**config.mk**
```make
export PLATFORM = sky130hd
export DESIGN_NAME = bp_update_arbiter
export DESIGN_NICKNAME = d
export VERILOG_FILES = /design/src/rtl/bp_pkg.sv /design/src/rtl/bp_upd_fifo2w1r.sv /design/src/rtl/bp_update_arbiter.sv
export SDC_FILE = /design/constraint.sdc
export NUM_CORES = 1
export LEC_CHECK = 0
export ABC_AREA = 1
export CAP_MARGIN = 25
export CORE_MARGIN = 1.5
export CORE_UTILIZATION = 40
export CTS_BUF_LIST = sky130_fd_sc_hd__clkbuf_16
export DETAILED_ROUTE_END_ITERATION = 8
export GPL_ROUTABILITY_DRIVEN = 0
export PLACE_DENSITY = 0.61
export SYNTH_ARGS = -nofsm -noshare
export SYNTH_HDL_FRONTEND = slang
export SYNTH_SLANG_ARGS = --single-unit
```
**constraint.sdc**
```tcl
create_clock -name clk -period 7.5 [get_ports clk]
set_input_delay 1.5 -clock clk [delete_from_list [all_inputs] [get_ports clk]]
set_output_delay 1.5 -clock clk [all_outputs]
set_load 0.02 [all_outputs]
```
**src/rtl/bp_pkg.sv**
```systemverilog
// Shared types and defaults for the branch-predictor update path.
// Holds the update record and the default FIFO depth.
package bp_pkg;

   localparam int BP_PC_W      = 32;
   localparam int BP_UPD_DEPTH = 4;

   typedef struct packed {
      logic               taken;
      logic [BP_PC_W-1:0] pc;
   } bp_update_t;

endpackage

```
**src/rtl/bp_upd_fifo2w1r.sv**
```systemverilog
// Two-write / one-read circular buffer for predictor updates.
// Ports: clk, rst (async low), clr (sync clear), we0/wd0 -> wr_ptr,
//        we1/wd1 -> wr_ptr+1 (only with we0), pop, head, count.
module bp_upd_fifo2w1r
   import bp_pkg::*;
#(
   parameter int  DEPTH   = BP_UPD_DEPTH,
   parameter type entry_t = bp_update_t,
   parameter int  CNT_W   = $clog2(DEPTH + 1)
) (
   input  logic             clk,
   input  logic             rst,
   input  logic             clr,
   input  logic             we0,
   input  entry_t           wd0,
   input  logic             we1,
   input  entry_t           wd1,
   input  logic             pop,
   output entry_t           head,
   output logic [CNT_W-1:0] count
);

   localparam int PTR_W = $clog2(DEPTH);

   entry_t           mem [DEPTH];
   logic [PTR_W-1:0] rd_ptr;
   logic [PTR_W-1:0] wr_ptr;
   logic [PTR_W-1:0] wr_ptr1;
   logic [CNT_W-1:0] n_push;
   logic             do_pop;

   assign wr_ptr1 = wr_ptr + PTR_W'(1);
   assign n_push  = CNT_W'(we0) + CNT_W'(we1);
   assign do_pop  = pop && (count != '0);
   assign head    = mem[rd_ptr];

   always_ff @(posedge clk or negedge rst) begin
      if (!rst) begin
         rd_ptr <= '0;
         wr_ptr <= '0;
         count  <= '0;
      end else if (clr) begin
         rd_ptr <= '0;
         wr_ptr <= '0;
         count  <= '0;
      end else begin
         wr_ptr <= wr_ptr + PTR_W'(n_push);
         rd_ptr <= rd_ptr + PTR_W'(do_pop);
         count  <= count + n_push - CNT_W'(do_pop);
      end
   end

   // Payload storage is deliberately left unreset.
   always_ff @(posedge clk) begin
      if (we0) mem[wr_ptr]  <= wd0;
      if (we1) mem[wr_ptr1] <= wd1;
   end

endmodule

```
**src/rtl/bp_update_arbiter.sv**
```systemverilog
// Dual-lane branch-resolution arbiter feeding the GHR/PHT update port.
// Ports: br0_*/br1_* resolved branches, flush, upd_* drain, occupancy.
module bp_update_arbiter
   import bp_pkg::*;
#(
   parameter int PC_W  = BP_PC_W,
   parameter int DEPTH = BP_UPD_DEPTH,
   parameter int CNT_W = $clog2(DEPTH + 1)
) (
   input  logic             clk,
   input  logic             rst,
   input  logic             br0_valid,
   output logic             br0_ready,
   input  logic             br0_taken,
   input  logic [PC_W-1:0]  br0_pc,
   input  logic             br1_valid,
   output logic             br1_ready,
   input  logic             br1_taken,
   input  logic [PC_W-1:0]  br1_pc,
   input  logic             flush,
   output logic             upd_valid,
   input  logic             upd_ready,
   output logic             upd_taken,
   output logic [PC_W-1:0]  upd_pc,
   output logic [CNT_W-1:0] occupancy
);

   typedef struct packed {
      logic            taken;
      logic [PC_W-1:0] pc;
   } upd_t;

   upd_t             e0;
   upd_t             e1;
   upd_t             wd0;
   upd_t             head;
   logic [CNT_W-1:0] count;
   logic [CNT_W-1:0] free;
   logic             acc0;
   logic             acc1;
   logic             we0;
   logic             we1;

   assign e0 = '{taken: br0_taken, pc: br0_pc};
   assign e1 = '{taken: br1_taken, pc: br1_pc};

   // Free space uses the registered count only: a drain this
   // cycle does not open a slot until the next one.
   assign free = CNT_W'(DEPTH) - count;

   assign br0_ready = (free != '0) && !flush;
   // Lane 1 may take the last slot only when lane 0 is idle,
   // so a younger branch never overtakes a stalled older one.
   assign br1_ready = ((free >= CNT_W'(2)) ||
                       (free == CNT_W'(1) && !br0_valid)) && !flush;

   assign acc0 = br0_valid && br0_ready;
   assign acc1 = br1_valid && br1_ready;

   // Oldest accepted entry always lands at wr_ptr.
   assign we0 = acc0 || acc1;
   assign we1 = acc0 && acc1;
   assign wd0 = acc0 ? e0 : e1;

   bp_upd_fifo2w1r #(
      .DEPTH   (DEPTH),
      .entry_t (upd_t),
      .CNT_W   (CNT_W)
   ) u_fifo (
      .clk   (clk),
      .rst   (rst),
      .clr   (flush),
      .we0   (we0),
      .wd0   (wd0),
      .we1   (we1),
      .wd1   (e1),
      .pop   (upd_valid && upd_ready),
      .head  (head),
      .count (count)
   );

   assign upd_valid = (count != '0);
   // Mask the unreset storage so an empty FIFO presents zeros.
   assign upd_taken = upd_valid ? head.taken : 1'b0;
   assign upd_pc    = upd_valid ? head.pc : '0;
   assign occupancy = count;

endmodule

```
Word-level counts from Yosys, hierarchy flattened
Memory sizes are Yosys's and may differ from the RTL's.
Index checks and enable logic that the tools add are counted.
{ "totals": {"out_inout_bits": 39, "input_bits": 72, "regBits": 7, "n_memories": 1, "ram_bits": 132} }
{ "memory_table": {"columns": ["name", "depth", "width", "read_ports", "rd_ports_with_merged_regs", "wr", "line_no", "text"], "rows": [
  ["u_fifo.mem", 4, 33, 1, 0, 2, "bp_upd_fifo2w1r.sv:25", "entry_t mem [DEPTH];"]
]} }
{ "classes": {"n_lt_le_gt_ge": 1, "reduce_logical": 14, "muxes": 10, "n_addsub": 7, "eq_ne": 1} }
{ "op_table": {"columns": ["operator", "n"], "rows": [
  ["2-to-1 mux 33 bit", 1],
  ["2-to-1 mux 32 bit", 1],
  ["logical AND 1 bit", 8],
  ["nonzero test 3 bit", 2],
  ["2-to-1 mux 1 bit", 5],
  ["2-to-1 mux 2 bit", 2],
  ["adder 3 bit", 1],
  ["equality test 3 x 1 -> 1 bit (second input constant)", 1],
  ["greater-or-equal comparator 3 x 2 -> 1 bit (second input constant)", 1],
  ["2-to-1 mux 3 bit", 1],
  ["subtractor 3 x 1 -> 3 bit", 1],
  ["subtractor 3 bit (first input constant)", 1],
  ["adder 1 x 1 -> 2 bit", 1],
  ["adder 2 x 1 -> 2 bit", 1],
  ["adder 2 x 1 -> 2 bit (second input constant)", 1],
  ["adder 2 bit", 1],
  ["logical NOT 1 bit", 2],
  ["logical OR 1 bit", 2]
]} }

Depth between registers and ports, before layout
Gate-level depths: netlist of run 1.
{ "depth": {"depth_word": 11, "mapped_depth": 15, "depth_no_buf": 14} }

Modules after synthesis
A second synthesis of run 1 with hierarchy kept.
{ "unflattened": {"cells_unflattened": 974, "hier_area_um2": 8046.5} }
{ "modules_own_cells": {"columns": ["module", "cells_per_inst", "n_inst", "area_each_um2", "seq_area_each_um2"], "rows": [
  ["bp_upd_fifo2w1r", 771, 1, 7134.3, 4139.0],
  ["bp_update_arbiter", 203, 1, 912.1, 0.0]
]} }

Worst setup path before layout of run 1
OpenSTA, ideal clock, no wires.
{ "synth_timing": {"path_type": "in2reg", "from": "in br0_valid", "to": "mem u_fifo.mem[0][0] (netlist bit) (enable)", "arrival_time_ns": 4.834, "path_slack_ns": 2.192, "path_stages": 9, "setup_ns": 0.473, "n_path_buf": 1, "path_cell_list": "buf_4 -> inv_1 -> nand2_1 -> nand3_1 -> nand2_1 -> inv_1 -> nand2_1 -> ha_1 -> o31ai_1"} }
{ "synth_lines": {"columns": ["item", "line_no", "text"], "rows": [
  ["start: declaration", "bp_update_arbiter.sv:12", "input logic br0_valid,"],
  ["end: declaration", "bp_upd_fifo2w1r.sv:25", null]
]} }

==> results of run 1 <==
[per-stage QoR]
step	area [um2]	hold slack, ns	std cells	utilization
3_5_place_dp	9950	0.676	1504	0.470
3_3_place_gp	9950	0.671	1504	0.470
2_1_floorplan	8680	0.622	1167	-
5_1_grt	10500	0.732	1537	0.496
6_report	10500	0.686	1537	0.496
4_1_cts	10500	0.691	1536	0.495
[where the power goes]
group	internal (mW)	switching [mW]	leakage (nW)	total, mW
Combinational	0.493	0.849	3.53	1.34
Clock	0.442	0.312	0.267	0.754
Sequential	1.03	0.0413	1.29	1.07
[how the worst min path moves through the flow]
stage	start	endpoint	cells after the start
global placement	u_fifo.count[2]$_DFF_PN0_	u_fifo.count[2]$_DFF_PN0_	3
global route	u_fifo.count[2]$_DFF_PN0_	u_fifo.count[2]$_DFF_PN0_	3
CTS	u_fifo.count[2]$_DFF_PN0_	u_fifo.count[2]$_DFF_PN0_	3
finish	u_fifo.count[2]$_DFF_PN0_	u_fifo.count[2]$_DFF_PN0_	3
floorplan	u_fifo.rd_ptr[0]$_DFF_PN0_	u_fifo.rd_ptr[0]$_DFF_PN0_	3
detailed placement	u_fifo.count[2]$_DFF_PN0_	u_fifo.count[2]$_DFF_PN0_	3
[cell usage after synthesis]
master	count
inv_2	5
buf_2	39
nor2_4	2
inv_1	221
o31ai_1	3
nand2_1	410
buf_1	2
dfrtp_1	7
nand2_2	29
edfxtp_1	132
buf_6	3
buf_4	4
o21ai_0	2
nand2_4	1
nor2_1	9
clkbuf_1	11
fa_1	1
nand3_1	234
ha_1	13
a21oi_1	36
nand3_2	3
[worst max-delay path: stages]
cell and delay [ns]:
clkdlybuf4s50_1 0.53, nor2_4 0.18, nand2_4 0.35, inv_1 0.20
ha_1 0.28, nand3_2 0.81, o31ai_4 0.51, buf_4 0.51
[metal layers]
layer / track usage / vias to the layer above / wire length (um)
met4: 0.0662 / 0 / 269
li1: - / 3821 / -
met2: 0.381 / 273 / 11800
met3: 0.0339 / 20 / 1640
met1: 0.293 / 3497 / 10700
met5: 0 / - / 0
[final cells by class]
cell class	instances	area share
clock buffer	17	0.0406
clock inverter	15	0.00883
inverter	226	0.0809
multi-input combinational	743	0.328
sequential	139	0.395
tap	275	0.0328
timing repair buffer	122	0.114
[state kept, by name (all words and copies together), names as in the netlist]
name and flops:
u_fifo.rd_ptr 2, u_fifo.count 3, u_fifo.mem 132, u_fifo.wr_ptr 2
[kinds of logic after synthesis]
family / share of synthesized area
AND/OR/NAND/NOR: 0.344
buffers and inverters: 0.133
flip-flops: 0.477
AO/OA/AOI/OAI: 0.0245
adder cells (fa/ha/maj): 0.0210
==> summary.md, run 1 <==
| Metric | Value |
|---|---|
| Area occupied by multi-input gates | around 3400 um2 |
| Core area | around 21,000 um2 |
| Critical Path End Type | register |
| I/O pin total | roughly 110 |
| Max FO, Critical Path | 35 |
| Static Leak | between 5 and 6 nW |
| Total GRT Usage | 0.223 |
| CP Capture Point | u_fifo.mem[2][4]$_DFFE_PP_ |
| Fillers | between 2,000 and 2,500 |
| Share of layout cells above drive strength 1 | 0.0666 |
| First-pass GRT wire length | ~38,000 um |
| # rows | 53 |
| Total negative setup slack | 0 ns |
| YS warnings | 0 |
| Worst Path Arrival | 4.92 ns |
| Min cycle time layout | 4.85 ns |
| Max Clock Freq | a little over 200 MHz |
| Share of the synthesized area in the top cell type | 0.457 |
| Final Hold Fails | 0 |
| Die Ht | ~150 um |
| Final Power | between 3 and 4 mW |
| Post-CTS setup buffer count | 0 |
| CTS H-tree lvls | 4 |
| Worst Path Class, Setup | input pin to register |
| WL final | around 24,000 um |
| Final HPWL DP | approximately 14,000 um |
| Critical Path Source | flush |
| First-pass DRT Iterations | 5 |
| Vias in the first global route | 7,304 |
| Worst-Margin Slew | around 1 ns |
| PD cells | about 300 nW/um2 |
| Final ANT Viol Nets | 0 |
| Sink Count | 139 |
| Status | complete, no violations |
| Max Cap Violations | 0 |
| Worst Reg-to-Reg Cells | 10 |
| Root Buffer | clkbuf_16 |
| Worst min-delay path class | register to register |
| Post-Place Setup Slack | roughly 2.2 ns |
| Largest net degree at the start of global routing | 69 |
| DRC violations left | 0 |
| Die area | about 23,000 um2 |
| Initial antenna violation count | 0 |
| Worst skew pair latency | 0.42 ns |
| Netlist Area Pre-Place | approximately 8700 um2 |
| Average routed wire per standard cell | 15.9 um |
| Max-slew headroom | 0.313 |
| Top post-synthesis cells by area | edfxtp_1 46%, nand2_1 18%, nand3_1 13% |
| Max Root-Sink Buffers | 2 |
| Via count | around 7,600 |
| PortBufs | 110 |
| Register area share after synthesis | 0.477 |
| Initial DRC Count | 538 |
| Die X | about 150 um |
| Most common cell after layout, fill and taps aside | nand2_1 |
| Final WS setup | 2.65 ns |
| Diodes inserted | 0 |
| Resized cells post-CTS | 0 |
| Num CTS Buffers | 17 |
| Setup Skew | 0.00800 ns |
| Worst R2R Setup Slack | 3.40 ns |
| R2r startpoint | u_fifo.count[1]$_DFF_PN0_ |
| Setup violators final | 0 |
| Area Growth Syn to Fin | 20.8% |
| Layout Nets | about 1,300 |
| Register area | between 4000 and 5000 um2 |
| Post-synth cell types | 21 |
| WP data required | around 7.6 ns |
| Via/cell ratio | roughly 5.0 |
| Reg-to-reg endpoint | u_fifo.mem[2][4]$_DFFE_PP_ |
| Initial core utilization | 0.410 |
| Post-CTS Hold Buffers | 0 |
| VDD IR max | 191 uV |
| Synth Register Bits | between 100 and 150 |
| Average size of a mapped cell | approximately 7.4 um2 |
| Final period util | 0.647 |
| Yosys top cell by area | edfxtp_1 |
| Final Slew Violations | 0 |
| Most frequent cells in the layout | 410 x nand2_1, 234 x nand3_1, 223 x inv_1 |
| Syn nets | about 1,300 |
| Unrepaired setup endpoints after global routing | false |
| Clock-pin slew on the worst setup and hold paths | approximately 0.060 ns |
| CP Launch Type | input pin |
| GRT Residual Overflow | 0 |
| CTS tree | done |
| Synth Instances | between 1,000 and 1,500 |
Note: power is estimated with default switching activity, not from simulation.
==> run 2: changes to the inputs <==
- clock period: 7.5 -> 5.1 ns (I/O delays scaled with it)
==> summary.md, run 2 (synthesis gave the netlist of run 1 again) <==
| Metric | Value |
|---|---|
| Status | complete, no violations |
| Worst skew pair latency | slightly above 0.4 ns |
| Fin cells | around 1,500 |
| Final HPWL DP | around 15,000 um |
| Diodes inserted | 0 |
| Resized cells post-CTS | 0 |
| Sink Count | between 100 and 150 |
| Max FFs per register | about 130 |
| Static Leak | ~5.1 nW |
| Critical Path Source | flush |
| Unrepaired setup endpoints after global routing | false |
| Setup Skew | between 0.009 and 0.01 ns |
| Via/cell ratio | roughly 5.0 |
| Total negative setup slack | 0 ns |
| Post-CTS Hold Buffers | 0 |
| Total GRT Usage | 0.236 |
| # rows | 53 |
| Final WS setup | between 1 and 1.5 ns |
| Max FO, Critical Path | 34 |
| Max Clock Freq | between 200 and 300 MHz |
| Max Root-Sink Buffers | 2 |
| Critical-path cell list | clkdlybuf4s50_1, nor2_4, buf_4, clkdlybuf4s50_1 |
| Root Buffer | clkbuf_16 |
| Max Cap Violations | 0 |
| Worst min-delay path class | register to register |
| Most common cell after layout, fill and taps aside | nand2_1 |
| Largest net degree at the start of global routing | 68 |
| Worst Path Class, Setup | input pin to output port |
| Initial core utilization | 0.410 |
| Die Ht | between 150 and 200 um |
| Num CTS Buffers | 17 |
| Final ANT Viol Nets | 0 |
| Area Growth Syn to Fin | 21.3% |
| Largest Register | u_fifo.mem |
| Final Power | 4.66 mW |
| Post-CTS setup buffer count | 0 |
| VDD IR max | between 200 and 250 uV |
| Worst path slowest cell | clkdlybuf4s50_1 |
| Reg-to-reg endpoint | u_fifo.mem[3][6]$_DFFE_PP_ |
| First-pass DRT Iterations | 5 |
| PD cells | 443 nW/um2 |
| Finished Cell Area | between 10,000 and 15,000 um2 |
| Util after Layout | 0.498 |
| Share of layout cells above drive strength 1 | 0.0678 |
| Clock-pin slew on the worst setup and hold paths | about 0.06 ns |
| CP Launch Type | input pin |
| Most used cell, CP | clkdlybuf4s50_1 |
| DRC violations left | 0 |
| Initial DRC Count | ~530 |
| DP Area | about 10,000 um2 |
| Worst R2R Setup Slack | 1.91 ns |
| CP Capture Point | br0_ready |
| WP data required | 4.08 ns |
| Average routed wire per standard cell | between 15 and 20 um |
| Vias in the first global route | ~7,500 |
| Die X | approximately 150 um |
| R2r startpoint | u_fifo.count[0]$_DFF_PN0_ |
| Hold WS | 0.710 ns |
| Die area | around 23,000 um2 |
| Crit path largest cell delay | about 0.69 ns |
| Critical Path End Type | output port |
| Worst-Margin Slew | a little under 1 ns |
| Final Hold Fails | 0 |
| Initial antenna violation count | 0 |
| Via count | between 7,000 and 8,000 |
| CTS tree | done |
| Met2 GRT Util | 0.416 |
| Max-slew headroom | 0.338 |
| Core area | between 20,000 and 25,000 um2 |
| Met3 usage | 0.0361 |
| Final Slew Violations | 0 |
| Final period util | 0.768 |
| Worst Path Arrival | between 2 and 3 ns |
| Global Route met1 Usage | 0.298 |
| First-pass GRT wire length | around 40,000 um |
| Most frequent cells in the layout | 410 x nand2_1, 234 x nand3_1, 229 x inv_1 |
| CTS H-tree lvls | 4 |
| Worst Reg-to-Reg Cells | 12 |
| Post-Place Setup Slack | roughly 1.2 ns |
| GRT Residual Overflow | 0 |
| Setup violators final | 0 |
| HP Start | u_fifo.count[2]$_DFF_PN0_ |
| Largest regs | u_fifo.mem: 132 flops, u_fifo.count: 3 flops |
| Fillers | between 2,000 and 2,500 |
| Post-placement cell count | around 1,500 |
| Busiest grt layer | met2 |
| Min cycle time layout | just under 4 ns |
| PortBufs | 110 |
| Layout Nets | ~1,300 |
| I/O pin total | about 110 |
| WL final | approximately 25,000 um |
## run 2: cell count changes in the layout (fill, tap and decap cells not counted), sizes merged
cell      delta
buf          +6
clkinv       -5
clkinvlp     -1
inv          +6
## run 2: how the worst min path moves through the flow
stage | endpoint | cells after the start
after floorplan | u_fifo.rd_ptr[0]$_DFF_PN0_ | 3
after global placement | u_fifo.count[2]$_DFF_PN0_ | 3
after detailed placement | u_fifo.count[2]$_DFF_PN0_ | 4
after CTS | u_fifo.count[2]$_DFF_PN0_ | 4
after global routing | u_fifo.count[2]$_DFF_PN0_ | 4
final | u_fifo.count[2]$_DFF_PN0_ | 4
## run 2: report_power, final
part           total [mW]  internal [mW]  switching, mW
Combinational        2.00          0.735           1.26
Clock                1.09          0.646          0.446
Sequential           1.57           1.51         0.0640
Total                4.66           2.89           1.77
## run 2: layout make-up
type,instances,area [um2],share of cell area
clock buffers,17,425,0.0404
clock inverters,15,85.1,0.00808
inverters,226,848,0.0806
multi-input cells,743,3440,0.327
flip-flops and latches,139,4140,0.393
well taps,275,344,0.0327
repair buffers,128,1240,0.118
## run 2: critical path: cells and delay by family
family	cells	cell delay [ns]
AND/OR/NAND/NOR	1	0.19
buffers and inverters	3	1.67
## run 2: routing by layer
layer | up-vias | routed length [um] | share of wire
met5 | - | 0 | 0
li1 | 3840 | - | -
met1 | 3510 | 10400 | 0.41
met4 | 0 | 355 | 0.014
met3 | 29 | 1720 | 0.068
met2 | 273 | 12700 | 0.50
==> run 3: changes to the inputs <==
- PLACE_DENSITY: 0.61 -> 0.63
- clock period: 5.1 -> 3.45 ns (I/O delays scaled with it)
==> summary.md, run 3 (synthesis gave the netlist of run 1 again) <==
| Metric | Value |
|---|---|
| Combinational share of power | 0.424 |
| Final Hold Fails | 0 |
| Final period util | 0.941 |
| Clock-pin slew on the worst setup and hold paths | roughly 0.060 ns |
| Core area | between 20,000 and 25,000 um2 |
| PD cells | roughly 670 nW/um2 |
| Diodes inserted | 0 |
| Setup Skew | 0.00827 ns |
| Critical Path End Type | output port |
| Die X | roughly 150 um |
| Max Root-Sink Buffers | 2 |
| DP Area | between 10,000 and 15,000 um2 |
| Switching Share | 0.379 |
| VDD IR max | around 300 uV |
| I/O pin total | roughly 110 |
| CTS tree | done |
| Setup violators final | 0 |
| Max FO, Critical Path | 34 |
| Fillers | around 2,000 |
| Worst Path Arrival | roughly 2.6 ns |
| Sink Count | approximately 140 |
| Layout Nets | 1,354 |
| Final ANT Viol Nets | 0 |
| GRT Residual Overflow | 0 |
| Worst min-delay path class | input pin to asynchronous set/reset pin |
| First-pass DRT Iterations | 5 |
| WP data required | 2.76 ns |
| Min cycle time layout | roughly 3.2 ns |
| Die area | approximately 23,000 um2 |
| Worst-Margin Slew | between 0.8 and 0.9 ns |
| Most frequent cells in the layout | 410 x nand2_1, 234 x nand3_1, 221 x inv_1 |
| Clk pwr share | 0.251 |
| Via count | between 7,000 and 8,000 |
| Via/cell ratio | between 4 and 5 |
| Initial DRC Count | ~620 |
| Max FFs per register | roughly 130 |
| # rows | between 50 and 60 |
| Max Cap Violations | 0 |
| Unrepaired setup endpoints after global routing | false |
| Final Slew Violations | 0 |
| Share of layout cells above drive strength 1 | 0.0851 |
| Critical-path cell list | inv_1, ha_1, ha_1, nor2_4, buf_4, clkdlybuf4s50_1 |
| Post-CTS setup buffer count | 0 |
| First-pass GRT wire length | about 39,000 um |
| Total GRT Usage | 0.230 |
| CTS H-tree lvls | 4 |
| Initial core utilization | 0.410 |
| Largest regs | u_fifo.mem: 132 flops, u_fifo.count: 3 flops |
| Die Ht | 150 um |
| Most used cell, CP | ha_1 |
| Crit path largest cell delay | 0.69 ns |
| Max-slew headroom | 0.465 |
| DRC violations left | 0 |
| Final HPWL DP | about 15,000 um |
| Max Clock Freq | a little over 300 MHz |
| Average routed wire per standard cell | 15.8 um |
| Vias in the first global route | about 7,400 |
| Post-CTS Hold Buffers | 0 |
| Status | complete, no violations |
| Most common cell after layout, fill and taps aside | nand2_1 |
| Worst Path Class, Setup | register to output port |
| Total negative setup slack | 0 ns |
| CP Launch Type | register |
| Sequential power share | 0.325 |
| Finished Cell Area | ~11,000 um2 |
| Largest net degree at the start of global routing | 40 |
| PortBufs | between 100 and 150 |
| CP delay by family, top | buffers and inverters |
| Resized cells post-CTS | 0 |
| Area Growth Syn to Fin | 23.7% |
| Largest Register | u_fifo.mem |
| Root Buffer | clkbuf_16 |
| Num CTS Buffers | 17 |
| Worst Path Buf+Inv | 3 |
| Initial antenna violation count | 1 |
| P_sw | 2.71 mW |
| Worst path slowest cell | clkdlybuf4s50_1 |
| Worst skew pair latency | between 0.4 and 0.5 ns |
| WL final | around 25,000 um |
| P_int | between 4 and 5 mW |
| Static Leak | approximately 5.2 nW |
==> run 3: cell type report <==
type	count	area, um2	area share
Clock inverter	15	153	0.0142
Timing Repair Buffer	141	1380	0.129
Multi-Input combinational cell	743	3440	0.320
Sequential cell	139	4140	0.386
Clock buffer	17	425	0.0396
Inverter	226	848	0.0790
Tap cell	275	344	0.0321
==> run 3: worst paths after layout <==
check	start	to	slack, ns	cells after the start
worst max register to register	u_fifo.count[0]$_DFF_PN0_	u_fifo.mem[3][17]$_DFFE_PP_	0.60	12
worst max-delay path	u_fifo.count[1]$_DFF_PN0_	br0_ready	0.20	6
worst min-delay path	rst	u_fifo.count[2]$_DFF_PN0_	0.54	1
min in group clk	u_fifo.count[2]$_DFF_PN0_	u_fifo.count[2]$_DFF_PN0_	0.70	3
max in group asynchronous	rst	u_fifo.rd_ptr[0]$_DFF_PN0_	2.62	1
worst min register to register	u_fifo.count[2]$_DFF_PN0_	u_fifo.count[2]$_DFF_PN0_	0.70	3
==> run 3: worst register-to-register path: stages (launching register included) <==
cell and delay, ns:
dfrtp_1 0.40, inv_1 0.11, ha_1 0.19, ha_2 0.27, nand3_1 0.08, nand2_1 0.07, buf_4 0.13, nor2_1 0.13
ha_1 0.29, nand3_2 0.17, inv_2 0.63, nand2_1 0.15, nand2_1 0.11
==> run 3: through the flow <==
stage / hold WS (ns) / setup slack [ns] / utilization / power [mW] / instances
final: 0.543 / 0.202 / 0.507 / 7.16 / 1556
after floorplan: 0.394 / -0.234 / - / 4.11 / 1167
after CTS: 0.543 / 0.163 / 0.507 / 7.21 / 1555
after global placement: 0.679 / 0.0693 / 0.480 / 5.38 / 1523
after detailed placement: 0.682 / 0.0562 / 0.480 / 5.41 / 1523
after global routing: 0.551 / 0.0825 / 0.507 / 7.59 / 1556
==> run 3: layer usage <==
layer / global-route usage / part of all wire / vias up
met5: 0 / 0.00045 / -
met1: 0.291 / 0.43 / 3467
li1: - / - / 3867
met3: 0.0388 / 0.067 / 37
met4: 0.0814 / 0.016 / 2
met2: 0.394 / 0.48 / 280
==> run 3: power groups by stage <==
stage	Combinational [mW]	Sequential [mW]	Clock, mW
2_1_floorplan	1.75	2.36	0
3_3_place_gp	3.03	2.35	0
3_5_place_dp	3.05	2.36	0
4_1_cts	3.07	2.33	1.82
5_1_grt	3.35	2.35	1.88
6_report	3.04	2.33	1.80
